[src/rtl/mixer_pkg.sv]
// Shared constants and sample types for the mixer/decimator and the NCO that feeds it.
package mixer_pkg;

  localparam int LO_W_DEF        = 8;
  localparam int ACC_W_DEF       = 16;
  localparam int DEC_LOG2_DEF    = 4;
  localparam int SYNC_STAGES_DEF = 2;

  // Signed LO sample as produced by the NCO, and the decimated accumulator word.
  typedef logic signed [LO_W_DEF-1:0]  lo_sample_t;
  typedef logic signed [ACC_W_DEF-1:0] acc_sample_t;

endpackage

[src/rtl/rf_sync_chain.sv]
// Multi-flop synchronizer for the asynchronous 1-bit comparator input.
// All flops reset to 1 so the chain idles at the comparator's high level.
module rf_sync_chain #(
  parameter int STAGES = 2
) (
  input  logic clk,
  input  logic rst_n,
  input  logic d_i,
  output logic q_o
);

  logic [STAGES-1:0] sync_q;

  // Shift the asynchronous input through STAGES flops; the last one is metastability-clean.
  always_ff @(posedge clk or negedge rst_n) begin
    if (!rst_n) begin
      sync_q <= '1;
    end else begin
      // NOTE: non-blocking so every stage samples its neighbour's pre-edge value; blocking would collapse the chain to one flop.
      sync_q <= {sync_q[STAGES-2:0], d_i};
    end
  end

  assign q_o = sync_q[STAGES-1];

endmodule

[src/rtl/mixer_iq_dec.sv]
// 1-bit RF quadrature mixer with integrate-and-dump decimation.
// The synchronized RF bit selects +LO or -LO for each channel; products are
// summed over groups of 2^DEC_LOG2 samples and dumped as I/Q words.
// Optional build macro: MIXER_IQ_DEC_SAT_EN -- saturate the negation of the
// most negative LO value and pulse ovf; otherwise negation wraps and ovf is 0.
module mixer_iq_dec
  import mixer_pkg::*;
#(
  parameter int LO_W        = LO_W_DEF,
  parameter int ACC_W       = ACC_W_DEF,
  parameter int DEC_LOG2    = DEC_LOG2_DEF,
  parameter int SYNC_STAGES = SYNC_STAGES_DEF
) (
  input  logic                    clk,
  input  logic                    rst_n,
  input  logic                    en,
  input  logic                    rf_in,
  input  logic signed [LO_W-1:0]  lo_sin,
  input  logic signed [LO_W-1:0]  lo_cos,
  input  logic                    lo_valid,
  output logic                    rf_out,
  output logic signed [LO_W-1:0]  mix_sin,
  output logic signed [LO_W-1:0]  mix_cos,
  output logic                    mix_valid,
  output logic signed [ACC_W-1:0] dump_sin,
  output logic signed [ACC_W-1:0] dump_cos,
  output logic                    dump_valid,
  output logic                    ovf
);

  localparam logic signed [LO_W-1:0] LO_MIN = {1'b1, {(LO_W-1){1'b0}}};
  localparam logic signed [LO_W-1:0] LO_MAX = ~LO_MIN;

  logic rf_sync;

  rf_sync_chain #(
    .STAGES (SYNC_STAGES)
  ) u_rf_sync (
    .clk   (clk),
    .rst_n (rst_n),
    .d_i   (rf_in),
    .q_o   (rf_sync)
  );

  assign rf_out = rf_sync;

  // ---------------------------------------------------------------- mixer
  logic signed [LO_W-1:0] neg_sin, neg_cos;
  logic signed [LO_W-1:0] mix_sin_d, mix_cos_d;
  logic signed [LO_W-1:0] mix_sin_q, mix_cos_q;
  logic                   mix_valid_q;
  logic                   sat_hit;
  logic                   take_sample;

  assign take_sample = lo_valid & en;

  // Negate each LO channel (saturating the most negative value when enabled) and pick by RF bit.
  always_comb begin
    // NOTE: every output gets a default first so no path leaves it unassigned and no latch is inferred.
    neg_sin = -lo_sin;
    neg_cos = -lo_cos;
    sat_hit = 1'b0;
`ifdef MIXER_IQ_DEC_SAT_EN
    if (lo_sin == LO_MIN) begin
      neg_sin = LO_MAX;
      sat_hit = 1'b1;
    end
    if (lo_cos == LO_MIN) begin
      neg_cos = LO_MAX;
      sat_hit = 1'b1;
    end
`endif
    mix_sin_d = rf_sync ? neg_sin : lo_sin;
    mix_cos_d = rf_sync ? neg_cos : lo_cos;
  end

  // Register mixer products; they hold whenever no enabled LO sample arrives.
  always_ff @(posedge clk or negedge rst_n) begin
    if (!rst_n) begin
      mix_sin_q   <= '0;
      mix_cos_q   <= '0;
      mix_valid_q <= 1'b0;
    end else begin
      mix_valid_q <= take_sample;
      if (take_sample) begin
        mix_sin_q <= mix_sin_d;
        mix_cos_q <= mix_cos_d;
      end
    end
  end

`ifdef MIXER_IQ_DEC_SAT_EN
  logic ovf_q;

  // Flag saturation in the same cycle the saturated product becomes visible.
  always_ff @(posedge clk or negedge rst_n) begin
    if (!rst_n) begin
      ovf_q <= 1'b0;
    end else begin
      ovf_q <= take_sample & rf_sync & sat_hit;
    end
  end

  assign ovf = ovf_q;
`else
  assign ovf = 1'b0;
`endif

  assign mix_sin   = mix_sin_q;
  assign mix_cos   = mix_cos_q;
  assign mix_valid = mix_valid_q;

  // ------------------------------------------------------------ decimator
  logic signed [ACC_W-1:0] acc_sin_q, acc_cos_q;
  logic signed [ACC_W-1:0] sum_sin, sum_cos;
  logic signed [ACC_W-1:0] dump_sin_q, dump_cos_q;
  logic                    dump_valid_q;
  logic [DEC_LOG2-1:0]     cnt_q;

  assign sum_sin = acc_sin_q + {{(ACC_W-LO_W){mix_sin_q[LO_W-1]}}, mix_sin_q};
  assign sum_cos = acc_cos_q + {{(ACC_W-LO_W){mix_cos_q[LO_W-1]}}, mix_cos_q};

  // Integrate products over a full group, dump on the last sample; en low flushes the group.
  always_ff @(posedge clk or negedge rst_n) begin
    if (!rst_n) begin
      acc_sin_q    <= '0;
      acc_cos_q    <= '0;
      dump_sin_q   <= '0;
      dump_cos_q   <= '0;
      dump_valid_q <= 1'b0;
      cnt_q        <= '0;
    end else begin
      dump_valid_q <= 1'b0;
      if (!en) begin
        acc_sin_q <= '0;
        acc_cos_q <= '0;
        cnt_q     <= '0;
      end else if (mix_valid_q) begin
        if (cnt_q == '1) begin
          dump_sin_q   <= sum_sin;
          dump_cos_q   <= sum_cos;
          dump_valid_q <= 1'b1;
          acc_sin_q    <= '0;
          acc_cos_q    <= '0;
          cnt_q        <= '0;
        end else begin
          acc_sin_q <= sum_sin;
          acc_cos_q <= sum_cos;
          cnt_q     <= cnt_q + 1'b1;
        end
      end
    end
  end

  assign dump_sin   = dump_sin_q;
  assign dump_cos   = dump_cos_q;
  assign dump_valid = dump_valid_q;

endmodule
[config.mk]
export PLATFORM = sky130hd
export DESIGN_NAME = mixer_iq_dec
export DESIGN_NICKNAME = d
export VERILOG_FILES = /design/src/rtl/mixer_pkg.sv /design/src/rtl/rf_sync_chain.sv /design/src/rtl/mixer_iq_dec.sv
export SDC_FILE = /design/constraint.sdc
export NUM_CORES = 1
export LEC_CHECK = 0
export BUFFER_PORTS_ARGS = -buffer_cell sky130_fd_sc_hd__buf_2
export CAP_MARGIN = 30
export CORE_MARGIN = 2
export CORE_UTILIZATION = 40
export CTS_BUF_LIST = sky130_fd_sc_hd__clkbuf_4 sky130_fd_sc_hd__clkbuf_8
export DETAILED_ROUTE_END_ITERATION = 8
export SLEW_MARGIN = 20
export SYNTH_ARGS = -nofsm -noshare
export SYNTH_HDL_FRONTEND = slang
export SYNTH_SLANG_ARGS = --single-unit
[constraint.sdc]
create_clock -name clk -period 2.7 [get_ports clk]
set_clock_uncertainty 0.15 [all_clocks]
set_input_delay 0 -clock clk [delete_from_list [all_inputs] [get_ports clk]]
set_output_delay 0 -clock clk [all_outputs]
set_load 0.01 [all_outputs]
==> results.md <==
Logic synthesis:
- The number of nets in the synthesized netlist is 618.
- After synthesis the netlist holds a flip-flop and latch count of 88.
- The most used flip-flop cell after synthesis is dfrtp_1.
- The async set-or-reset flop fraction in the synthesized netlist is 100%.
- The average instance in the mapped netlist occupies 9.41 um^2.
- Yosys mapped a number of flops with a built-in enable equal to 0.
- The cell area after synthesis is 5290 um^2.
- The share of synthesized area occupied by flip-flops and latches is 41.7%.
- The synthesis warning total is 0.
- Synthesis handed over a netlist of 562 instances.
- After synthesis, the netlist uses 67 different library cells.

Min path:
- The min-delay analysis places its worst path in the category in -> reg.

CTS:
- The number of clock sinks is 88.
- In this run the deepest clock path goes through 2 buffers.
- The clock latency on the worst-skew pair is 0.37 ns.
- The number of buffers created by CTS is 9.
- The root cell of the clock tree is clkbuf_8.
- The H-tree generated during clock tree synthesis spans 3 levels.
- TritonCTS built the clock tree.
- The clock slew seen by the registers of the worst setup and hold paths is 0.10 ns.

Run status:
- The run finished with clean final reports.

Power and ir drop:
- The power consumption is 4.18 mW.
- Power spread over the standard cell area amounts to 656 nW/um^2.
- Across the VDD grid, the largest voltage drop is 247 uV.
- The total leakage power is 3.21 nW.

Floorplan:
- The die covers 14200 um^2.
- The total area inside the core boundary comes to 13100 um^2.
- For this configuration, the core starts out at a cell density of 40.4%.
- The die is 119 um wide.
- The number of I/O pins is 73.
- The site row count is 42.
- The die is 119 um tall.

Final layout:
- The final design utilization is 48.7%.
- The summed area of non-filler cells in the final layout is 6380 um^2.
- The top cell types in the final layout, fill and taps aside, are dfrtp_1 (86), nand2_1 (77), buf_2 (70), a21oi_1 (54), nor2_1 (35).
- The share of cells above drive strength 1 is 21.9%.
- The antenna diode count is 0.
- The most frequent standard cell in the layout excluding fill and tap cells is dfrtp_1.
- The synthesis-to-layout area growth is 20.6%.
- The net count of the finished layout is 719.
- The count of cells in the finished layout, fillers not included, comes to 844.

Global route:
- Summed over all layers, the global routing overflow is 0.
- Global routing used 19.2% of the available tracks.
- The first global-routing pass estimated 22000 um of wire.
- The via count of the first global-routing pass is 4479.
- The number of antenna violations at the first check in global routing is 0.
- The maximum number of pins on one net before global-route repair is 89.

Placed design:
- The placement-stage worst setup slack is 0.0328 ns.
- After detailed placement, the design holds a cell count of 806.
- The routability congestion estimate from global placement is 0.860.
- In this run the cell area measured after placement is 5950 um^2.
- The port buffer count is 71.
- After legalization and detailed placement, the total HPWL measured 9420 um.

Detailed routing:
- For this block, the initial DRC count from the detailed router was 206.
- The ratio of routed vias to standard cells is 5.33.
- Dividing the detail-routed wire length by the instance count gives 15.5 um.
- The routed layout has 4501 vias.
- Before antenna repair, the detailed router went through 4 iterations.
- The residual antenna-violating net count after detailed routing is 0.
- The DRC violation count after routing is 0.
- The sum of routed wire length over all layers is 13100 um.

Critical path:
- The worst setup path is of the reg -> reg kind.
- The data arrival at the endpoint of the critical path is 2.70 ns.
- The number of buffers and inverters on the critical path is 0.
- Among cell families on the critical path, the largest total delay comes from compound AO/OA/AOI/OAI gates.
- The critical path capture point type is a flop.
- The maximum single-stage delay on the critical path is 0.41 ns.
- The cell repeated most along the worst path is a21o_1.
- The slowest stage of the critical path is the dfrtp_1 cell.
- The worst setup path is launched from a flop.
- Data on the critical path is required at its endpoint by 2.83 ns.
- The largest fanout on the critical path is 3.
- The critical path goes through ha_1 > fa_2 > a21oi_2 > o21ai_1 > a21o_1 > a21o_1 > a311o_1 > o211ai_1.

Flow run:
- Max-cap violations in this run came to 0.

Timing:
- The final number of hold-violating endpoints is 0.
- The share of the clock period used by the worst path is 95.1%.
- Adding up every negative setup slack in the final design gives 0 ns.
- The slew at the pin closest to its max-slew limit is 0.590 ns.
- The max-slew violation count is 0.
- Setup repair after global routing left no endpoint under its margin.
- Static timing analysis puts the maximum clock frequency at 0.389 GHz.
- The number of setup violations in the final report is 0.
- The final critical delay including setup and external delays is 2.57 ns.
- The remaining max-slew budget at the tightest pin is 60.5%.
- Once routing completed, OpenROAD measured the worst setup slack at 0.132 ns.
- Hold is met by 0.0148 ns.
==> layer usage <==
layer,vias up,track usage (%),share of wire (%)
li1,2223,-,-
met3,8,2.68,3.5
met5,-,0,0
met1,2198,27.4,49
met2,72,30.3,46
met4,0,5.80,1.0
==> power breakdown <==
part	leakage [nW]	internal (mW)	switching, mW
logic	1.95	0.735	0.949
registers	1.16	1.44	0.118
clock network	0.103	0.430	0.512
==> tightest hold or removal path, delay by kind of cell <==
kind	cells	cell delay (ns)
buffers and inverters	2	0.31
and+or+nand+nor	1	0.14
==> logic make-up after synthesis <==
logic type / synth area share, %
AND/OR/NAND/NOR: 16.3
AO/OA/AOI/OAI: 20.4
flip-flops: 41.7
buffers and inverters: 3.15
adder cells (fa/ha/maj): 8.56
XOR/XNOR: 5.89
multiplexers: 3.93
other: 0.0709
==> flip-flops by register name, indices dropped and copies added (netlist names) <==
| signal | count |
|---|---|
| mix_cos | 8 |
| u_rf_sync.sync_q | 2 |
| dump_cos | 16 |
| acc_sin_q | 16 |
| mix_sin | 8 |
| dump_valid | 1 |
| cnt_q | 4 |
| mix_valid | 1 |
| dump_sin | 16 |
| acc_cos_q | 16 |
==> synthesized netlist by cell type (all sizes together), types with 7 or more instances <==
cell | number | area [um^2]
nor3 | 7 | 40.0
a22o | 20 | 175
ha | 33 | 413
or3 | 8 | 50.1
nand3 | 18 | 90.1
xnor2 | 18 | 158
a21oi | 59 | 318
inv | 16 | 60.1
a21o | 8 | 60.1
nor2b | 8 | 50.1
nor2 | 35 | 131
xor2 | 15 | 131
nand2 | 77 | 289
clkbuf | 19 | 71.3
mux2 | 11 | 128
buf | 7 | 35.0
dfrtp | 86 | 2150
o21ai | 26 | 130
o31ai | 7 | 52.6
mux2i | 8 | 80.1
==> final timing paths <==
path,startpoint,to,slack (ns),depth (start not counted)
min in group asynchronous,rst_n,mix_cos[5]$_DFFE_PN0P_,0.06,3
worst min register to register,u_rf_sync.sync_q[0]$_DFF_PN1_,u_rf_sync.sync_q[1]$_DFF_PN1_,0.22,0
max in group asynchronous,rst_n,u_rf_sync.sync_q[1]$_DFF_PN1_,1.98,3
worst max-delay path,mix_cos[0]$_DFFE_PN0P_,acc_cos_q[12]$_DFFE_PN0P_,0.13,8
worst max register to register,mix_cos[0]$_DFFE_PN0P_,acc_cos_q[12]$_DFFE_PN0P_,0.13,8
worst min-delay path,lo_valid,mix_valid$_DFF_PN0_,0.01,3
==> timing repair <==
item | CTS | global route
endpoints found under the hold margin | 109 | 0
buffers inserted | 0 | 0
endpoints found under the setup margin | 0 | 7
resized for setup | 0 | 5
hold buffers | 22 | 0
==> final cells by class <==
type / count / area [um^2]
Timing Repair Buffer: 116 / 763
Tap cell: 176 / 220
Clock buffer: 9 / 124
Multi-Input combinational cell: 432 / 2940
Inverter: 16 / 60.1
Sequential cell: 88 / 2200
Fill cell: 1257 / 6710
Clock inverter: 7 / 71.3
No activity file was read; power rests on OpenSTA's default activity.
